$ cat src/rtl/mips_pkg.sv
// Shared MIPS definitions used by the instruction loader and the control unit.
//   - Opcode constants for every instruction the control unit decodes
//   - HALT word that ends an instruction load
//   - Loader FSM state type and loader error codes
//   - is_legal_opcode(): true for opcodes the control unit decodes
package mips_pkg;

  localparam logic [5:0] OpRType = 6'b000000;
  localparam logic [5:0] OpLw    = 6'b100011;
  localparam logic [5:0] OpSw    = 6'b101011;
  localparam logic [5:0] OpBeq   = 6'b000100;
  localparam logic [5:0] OpJ     = 6'b000010;
  localparam logic [5:0] OpAddi  = 6'b001000;
  localparam logic [5:0] OpSlti  = 6'b001010;

  localparam logic [31:0] HaltWord = 32'hFFFF_FFFF;

  typedef enum logic [2:0] {
    StIdle,
    StRecv,
    StWrite,
    StDone,
    StError
  } loader_state_e;

  localparam logic [1:0] ErrNone     = 2'b00;
  localparam logic [1:0] ErrOpcode   = 2'b01;
  localparam logic [1:0] ErrOverflow = 2'b10;

  function automatic logic is_legal_opcode(input logic [5:0] op);
    logic legal;
    legal = 1'b0;
    case (op)
      OpRType, OpLw, OpSw, OpBeq, OpJ, OpAddi, OpSlti: legal = 1'b1;
      default: legal = 1'b0;
    endcase
    return legal;
  endfunction

endpackage

$ cat src/rtl/byte_assembler.sv
// Packs a byte stream big-endian into NBITS-wide words.
//   i_clk, i_reset   : clock, synchronous active-high reset
//   i_clear          : drop any partial word (start of a new load)
//   i_byte_valid     : a byte transfers this cycle
//   i_byte_data      : the byte
//   o_word           : word including the current byte (complete when o_word_valid)
//   o_word_valid     : current byte completes a word
module byte_assembler #(
  parameter int unsigned NBITS     = 32,
  parameter int unsigned BYTE_BITS = 8
) (
  input  logic                 i_clk,
  input  logic                 i_reset,
  input  logic                 i_clear,
  input  logic                 i_byte_valid,
  input  logic [BYTE_BITS-1:0] i_byte_data,
  output logic [NBITS-1:0]     o_word,
  output logic                 o_word_valid
);

  localparam int unsigned NBytes = NBITS / BYTE_BITS;
  localparam int unsigned IdxW   = (NBytes > 1) ? $clog2(NBytes) : 1;

  logic [NBITS-1:0] word_q;
  logic [IdxW-1:0]  idx_q;
  logic             last_byte;

  // Shift left so the first byte of a word ends up in the top byte lane.
  always_comb begin
    o_word       = {word_q[NBITS-BYTE_BITS-1:0], i_byte_data};
    last_byte    = (idx_q == IdxW'(NBytes - 1));
    o_word_valid = i_byte_valid & last_byte;
  end

  always_ff @(posedge i_clk) begin
    if (i_reset || i_clear) begin
      word_q <= '0;
      idx_q  <= '0;
    end else if (i_byte_valid) begin
      word_q <= o_word;
      idx_q  <= last_byte ? '0 : idx_q + IdxW'(1);
    end
  end

endmodule

$ cat src/rtl/instruction_loader.sv
// Loads MIPS instruction words from a byte stream into instruction memory.
// Words are written at sequential addresses from 0 until the HALT word.
//   i_clk, i_reset         : clock, synchronous active-high reset
//   i_start                : pulse, begins a load at address 0
//   i_rx_data/i_rx_valid   : incoming byte stream; o_rx_ready accepts a byte
//   o_mem_addr/o_mem_data  : write address and word, held between writes
//   o_mem_we               : one-cycle write strobe
//   o_busy/o_done          : load in progress / load finished with HALT
//   o_err_code             : 00 none, 01 illegal opcode, 10 memory overflow
//   o_count                : words written in the current load
// Build option: define OPCODE_CHECK_EN to reject words the control unit cannot decode.
module instruction_loader
  import mips_pkg::*;
#(
  parameter int unsigned NBITS     = 32,
  parameter int unsigned BYTE_BITS = 8,
  parameter int unsigned ADDR_BITS = 8
) (
  input  logic                 i_clk,
  input  logic                 i_reset,
  input  logic                 i_start,
  input  logic [BYTE_BITS-1:0] i_rx_data,
  input  logic                 i_rx_valid,
  output logic                 o_rx_ready,
  output logic [ADDR_BITS-1:0] o_mem_addr,
  output logic [NBITS-1:0]     o_mem_data,
  output logic                 o_mem_we,
  output logic                 o_busy,
  output logic                 o_done,
  output logic [1:0]           o_err_code,
  output logic [ADDR_BITS:0]   o_count
);

  loader_state_e        state_q;
  logic [NBITS-1:0]     word_q;
  logic [ADDR_BITS-1:0] addr_q;
  logic [ADDR_BITS-1:0] mem_addr_q;
  logic [NBITS-1:0]     mem_data_q;
  logic                 mem_we_q;
  logic                 rx_ready_q;
  logic                 busy_q;
  logic                 done_q;
  logic [1:0]           err_q;
  logic [ADDR_BITS:0]   count_q;

  logic             accept;
  logic             asm_clear;
  logic [NBITS-1:0] asm_word;
  logic             asm_valid;
  logic             asm_halt;
  logic             asm_legal;
  logic             word_halt;
  logic             word_legal;

  always_comb begin
    accept    = i_rx_valid & rx_ready_q;
    asm_clear = i_start & ((state_q == StIdle) | (state_q == StDone) | (state_q == StError));
    asm_halt  = (asm_word == NBITS'(HaltWord));
    word_halt = (word_q == NBITS'(HaltWord));
`ifdef OPCODE_CHECK_EN
    asm_legal  = is_legal_opcode(asm_word[NBITS-1 -: 6]);
    word_legal = is_legal_opcode(word_q[NBITS-1 -: 6]);
`else
    asm_legal  = 1'b1;
    word_legal = 1'b1;
`endif
  end

  byte_assembler #(
    .NBITS    (NBITS),
    .BYTE_BITS(BYTE_BITS)
  ) u_byte_assembler (
    .i_clk       (i_clk),
    .i_reset     (i_reset),
    .i_clear     (asm_clear),
    .i_byte_valid(accept),
    .i_byte_data (i_rx_data),
    .o_word      (asm_word),
    .o_word_valid(asm_valid)
  );

  always_ff @(posedge i_clk) begin
    if (i_reset) begin
      state_q    <= StIdle;
      word_q     <= '0;
      addr_q     <= '0;
      mem_addr_q <= '0;
      mem_data_q <= '0;
      mem_we_q   <= 1'b0;
      rx_ready_q <= 1'b0;
      busy_q     <= 1'b0;
      done_q     <= 1'b0;
      err_q      <= ErrNone;
      count_q    <= '0;
    end else begin
      mem_we_q <= 1'b0;
      unique case (state_q)
        StIdle, StDone, StError: begin
          if (i_start) begin
            state_q    <= StRecv;
            addr_q     <= '0;
            count_q    <= '0;
            err_q      <= ErrNone;
            done_q     <= 1'b0;
            busy_q     <= 1'b1;
            rx_ready_q <= 1'b1;
          end
        end
        StRecv: begin
          if (asm_valid) begin
            state_q    <= StWrite;
            word_q     <= asm_word;
            rx_ready_q <= 1'b0;
            // Strobe is registered, so the write decision is made as the word completes.
            if (asm_halt || asm_legal) begin
              mem_we_q   <= 1'b1;
              mem_addr_q <= addr_q;
              mem_data_q <= asm_word;
              count_q    <= count_q + (ADDR_BITS + 1)'(1);
            end
          end
        end
        StWrite: begin
          if (word_halt) begin
            state_q <= StDone;
            busy_q  <= 1'b0;
            done_q  <= 1'b1;
          end else if (!word_legal) begin
            state_q <= StError;
            busy_q  <= 1'b0;
            err_q   <= ErrOpcode;
          end else if (&addr_q) begin
            state_q <= StError;
            busy_q  <= 1'b0;
            err_q   <= ErrOverflow;
          end else begin
            state_q    <= StRecv;
            addr_q     <= addr_q + ADDR_BITS'(1);
            rx_ready_q <= 1'b1;
          end
        end
        default: state_q <= StIdle;
      endcase
    end
  end

  assign o_rx_ready = rx_ready_q;
  assign o_mem_addr = mem_addr_q;
  assign o_mem_data = mem_data_q;
  assign o_mem_we   = mem_we_q;
  assign o_busy     = busy_q;
  assign o_done     = done_q;
  assign o_err_code = err_q;
  assign o_count    = count_q;

endmodule

$ cat config.mk
export PLATFORM = sky130hd
export DESIGN_NAME = instruction_loader
export DESIGN_NICKNAME = d
export VERILOG_FILES = /design/src/rtl/mips_pkg.sv /design/src/rtl/byte_assembler.sv /design/src/rtl/instruction_loader.sv
export SDC_FILE = /design/constraint.sdc
export NUM_CORES = 1
export LEC_CHECK = 0
export BUFFER_PORTS_ARGS = -buffer_cell sky130_fd_sc_hd__buf_2
export CORE_MARGIN = 1.5
export CORE_UTILIZATION = 55
export CTS_CLUSTER_DIAMETER = 150
export DETAILED_ROUTE_END_ITERATION = 16
export HOLD_SLACK_MARGIN = 0.02
export PLACE_DENSITY = 0.76
export SLEW_MARGIN = 20
export SYNTH_ARGS = -nofsm -noshare
export SYNTH_HDL_FRONTEND = slang
export SYNTH_HIERARCHICAL = 1
export SYNTH_SLANG_ARGS = --single-unit
$ cat constraint.sdc
create_clock -name i_clk -period 2.5 [get_ports i_clk]
set_input_delay 0.125 -clock i_clk [delete_from_list [all_inputs] [get_ports i_clk]]
set_output_delay 0.125 -clock i_clk [all_outputs]
set_load 0.01 [all_outputs]
# After elaboration in Yosys (flattened, before gate mapping)
# Index checks and enable logic that the tools add are counted.
# totals
reg_bits	92
in_bits	12
out_inout_bits	55
word_cells	79
# classes
add_sub_neg	3
eq_ne	13
mux	29
n_bitwise	6
reduce_logical	16
# op_table
cell	n
32-bit equality test (second input constant)	1
8-bit two-way mux	3
9-bit two-way mux	2
9-bit case mux with 2 select lines	1
8-bit case mux with 2 select lines	1
3-bit two-way mux	4
2-bit != test (second input constant)	6
9-bit by 1-bit adder with 9-bit output (second input constant)	1
1-bit two-way mux	9
3-bit case mux with 3 select lines	1
3-bit AND reduction	3
8-bit by 1-bit adder with 8-bit output (second input constant)	1
2-bit two-way mux	4
4-bit AND reduction	2
8-bit AND reduction	1
3-bit by 2-bit equality test with 1-bit output (second input constant)	2
5-bit AND reduction	1
1-bit case mux with 2 select lines	2
2-bit case mux with 2 select lines	1
2-bit AND reduction	2
2-bit nonzero test	2
1-bit AND	3
3-bit by 1-bit equality test with 1-bit output (second input constant)	1
3-bit equality test (second input constant)	1
11 further kinds	12

# Logic depth before layout (Yosys ltp)
# logic_depth
ltp_word	5
ltp_mapped	10
ltp_nobuf	7

# By module
# The synthesis kept the hierarchy.
# modules_own_cells
module	instances	cells_per_inst	area_per_inst_um2	seq_area_each_um2
instruction_loader	1	331	2728.9	1301.2
byte_assembler	1	96	1011.0	520.5

# Worst setup path before layout
# OpenSTA, ideal clock, no wires.
# synth_path
path_type	register -> register
start	reg rx_ready_q (netlist: o_rx_ready)
end	reg mem_data_q[24] (netlist: o_mem_data[24])
setup_ns	0.132
arrival_time_ns	1.695
required_ns	2.368
setup_slack_ns	0.672
path_stages_with_launch	11
path_buffers	4
period_less_slack_ns	1.828
path_cell_list	dfxtp_1 -> and2_1 -> buf_6 -> buf_4 -> and2_1 -> nand2b_1 -> or2_1 -> clkbuf_1 -> buf_2 -> nand2_1 -> a21oi_1
# synth_between
elab_chain_len	3
# synth_lines
item	line_no	text
from (decl)	instruction_loader.sv:40	logic rx_ready_q;
from (signal assigned)	instruction_loader.sv:90	rx_ready_q <= 1'b0;
from (signal assigned)	instruction_loader.sv:106	rx_ready_q <= 1'b1;
from (signal assigned)	instruction_loader.sv:113	rx_ready_q <= 1'b0;
1-bit AND	instruction_loader.sv:56	accept = i_rx_valid & rx_ready_q;
via accept	instruction_loader.sv:46	logic accept;
1-bit AND	byte_assembler.sv:32	o_word_valid = i_byte_valid & last_byte;
via asm_valid	instruction_loader.sv:49	logic asm_valid;
2-bit AND reduction (no line)	-	
to (signal assigned)	instruction_loader.sv:118	mem_data_q <= asm_word;
to (decl)	instruction_loader.sv:38	logic [NBITS-1:0] mem_data_q;
# The timed path passes the listed nets, and every way through them passes these cells.
# A chain may end at the register's enable or synchronous reset.

# Final worst setup path
# layout_path
start	reg state_q[1]
end	reg addr_q[6]
# layout_between
elab_chain_len	4
elab_cells_between_ends	11
classes_between	eq/ne (6); mux (1); reduce/logical (4)
# layout_lines
item	line_no	text
from (decl)	instruction_loader.sv:34	loader_state_e state_q;
from (signal assigned)	instruction_loader.sv:84	state_q <= StIdle;
from (signal assigned)	instruction_loader.sv:100	state_q <= StRecv;
from (signal assigned)	instruction_loader.sv:111	state_q <= StWrite;
3-bit by 2-bit equality test with 1-bit output, or another cell as far along	instruction_loader.sv:97	unique case (state_q)
3-bit OR reduction	instruction_loader.sv:97	
2-bit != test (no line) or 2-bit nonzero test (tied branches)	-	
4-bit AND reduction (no line)	-	
to (signal assigned)	instruction_loader.sv:138	addr_q <= addr_q + ADDR_BITS'(1);
to (decl)	instruction_loader.sv:36	logic [ADDR_BITS-1:0] addr_q;
# Parallel ways exist; a longest one is shown, timed or not.

==> flow_summary.ini <==
[global_route]
grt_util_all_layers_pct = 23.10
antenna_found_initial = 0
grt_pass1_wl_um = 13170
overflow = 0
first_global_vias = 2811
grt_max_degree = 32

[logic_synthesis]
synth_top_area_share_pct = 48.71
synth_edf_count = 0
ys_ff_latch = 91
synth_area_um2 = 3740
synthTopCellsByArea = dfxtp_1 49%, nand2_1 9.2%, mux2i_1 7.5%
avgSynthCellArea_um2 = 8.758
async_flop_share_pct = 0
synth_most_common_cell = nand2_1
synth_top_area_cell = dfxtp_1
synth_cells = 427
yosysUniqueCellTypes = 48
synth_common_cells = 92 x nand2_1, 91 x dfxtp_1, 50 x nor2_1
yosys_warnings = 6
ys.flop_type = dfxtp_1
syn-num-nets = 442
yosysSeqAreaShare_pct = 48.71

[sta]
rsz0062_at_grt = no
tightestPinTransition_ps = 560.6
hold_viol = 0
setup_slack_ps = 771.0
fin_tns_setup_ps = 0
holdWs_ps = 30.22
setup_viol = 0
drv_slew = 0
fin_crit_ps = 1729
max-slew-margin-rel_pct = 62.63
fmax_ghz = 0.5784
skew_ps = 7.554
fin_crit_sh_pct = 69.16

[layout]
antenna_cells = 0
multi_input_area_um2 = 1734
drive_above_1_share_pct = 20.37
n_fill_cell = 529
seq_area_um2 = 1822
fin_nets = 501
area_growth_syn_to_layout_pct = 15.29

[drt]
drt-initial-drc-count = 176
vias = 3127
viasPerCell = 5.505
ant_nets = 0
drt-total-wl_um = 8275
drt-met1-wl_um = 3752
drc = 2
wire_per_inst_um = 14.57
top_layer_used = met4
first_pass_iters = 11
route.met3.wl_um = 376
wl_met2_um = 3913

[worst_setup_path]
rrSetupSlack_ps = 770
crit_type = reg -> reg
cp_max_fo = 8
arrival_ps = 1970
critPathRequiredTime_ps = 2740
cp-end-kind = flop
start_kind = flop

[power]
ir_drop_mv = 0.3340
p_leak_nw = 1.758
powerDensity_nw_per_um2 = 610.5

[clocking]
ctsHoldBuffers = 7
clock-sinks = 91
clock_latency_ps = 360
clkSlewWorstSetupHoldPaths_ps = 100
cts_max_path_buffers = 2
cts_resized = 0
cts_buffers = 9
cts_tree = done
root_buffer = clkbuf_8
cts_setup_buffers = 0
ctsHtreeMaxLevel = 3

[die]
dieArea_um2 = 7303
rows = 29
die_w_um = 85.46
ioPinCount = 67
initial_core_util_pct = 57.90
fp.dieH_um = 85.46
coreArea_um2 = 6459

[placement]
dp_hpwl_um = 5664
dp_slack_ps = 784.7
gp_congestion = 0.8436
io_buffers = 65

[status]
status = complete, but fails checks
violations = DRC

[hold_path]
hp-class = in -> reg

[run]
maxCapViolCount = 0
==> flip-flops by register name (all words and copies together) (netlist names) <==
| signal | flops |
|---|---|
| o_mem_data | 32 |
| u_byte_assembler/word_q | 24 |
| o_count | 9 |
| addr_q | 8 |
| o_mem_addr | 8 |
| state_q | 3 |
| u_byte_assembler/idx_q | 2 |
| o_busy | 1 |
| o_done | 1 |
| o_err_code | 1 |
| o_mem_we | 1 |
| o_rx_ready | 1 |
==> cells by family after synthesis <==
| family | share of synthesized area (%) |
|---|---|
| AO/OA/AOI/OAI | 11.34 |
| XOR/XNOR | 1.639 |
| AND/OR/NAND/NOR | 24.72 |
| flip-flops | 48.71 |
| other | 0.1003 |
| adder cells (fa/ha/maj) | 1.004 |
| buffers and inverters | 4.985 |
| multiplexers | 7.494 |
==> routing by layer <==
layer,track usage (%),up-vias
met2,36.51,104
met3,4.864,17
li1,-,1552
met5,0,-
met1,30.02,1454
met4,11.44,0
==> layout by cell type (no fill, tap or decap), types with 2 or more instances in the layout <==
master / n
or3_1: 2
clkbuf_8: 9
dfxtp_1: 91
nand2b_1: 4
and3_1: 6
inv_6: 3
xor2_1: 7
nor2_2: 2
buf_4: 7
a21oi_1: 47
nor2b_1: 4
a31oi_1: 4
o21ai_1: 2
nand4_1: 14
dlygate4sd3_1: 7
nand2_1: 92
nand3_1: 3
or2_1: 5
ha_1: 3
nor2_1: 49
mux2i_1: 28
nor4_4: 2
a21o_1: 2
and4_1: 2
buf_2: 65
nor3_1: 3
and2_1: 2
==> worst paths after layout <==
kind                              startpoint                          to  depth (start not counted)
hold / removal                  i_rx_data[5]  o_mem_data[5]$_SDFFE_PP0P_                          3
setup / recovery     state_q[1]$_SDFFE_PP0P_      addr_q[6]$_SDFFE_PP0P_                          5
hold reg to reg   o_mem_addr[2]$_SDFFE_PP0P_  o_mem_addr[2]$_SDFFE_PP0P_                          2
setup reg to reg     state_q[1]$_SDFFE_PP0P_      addr_q[6]$_SDFFE_PP0P_                          5
==> critical path, cell delays in order, from the launching register on <==
cell	delay, ps
dfxtp_1	470
nand2b_1	170
nor2_2	320
nand3_1	260
a41oi_1	330
a311oi_2	60
==> final cells by class <==
cell class	instances	share of cell area, %
multi-input cells	304	40.22
clock buffers	9	2.873
flip-flops and latches	91	42.25
inverters	1	0.08706
repair buffers	79	10.39
clock inverters	7	1.944
well taps	77	2.234
==> power by group <==
part           switching, mW  total, mW  internal (mW)  leakage (nW)
Clock                  0.559       1.04          0.482         0.103
Combinational         0.0775      0.126         0.0488         0.921
Sequential           0.00808       1.47           1.46         0.734
Total                  0.645       2.63           1.99          1.76
==> metrics by stage <==
step | std cells | utilization, % | power, mW | area [um2]
floorplan | 427 | - | 1.595 | 3740
global placement | 545 | 62.46 | 1.613 | 4034
detailed placement | 545 | 62.46 | 1.616 | 4034
CTS | 568 | 66.76 | 2.649 | 4312
global route | 568 | 66.76 | 2.727 | 4312
finish | 568 | 66.76 | 2.632 | 4312
No activity file was read; power rests on OpenSTA's default activity.
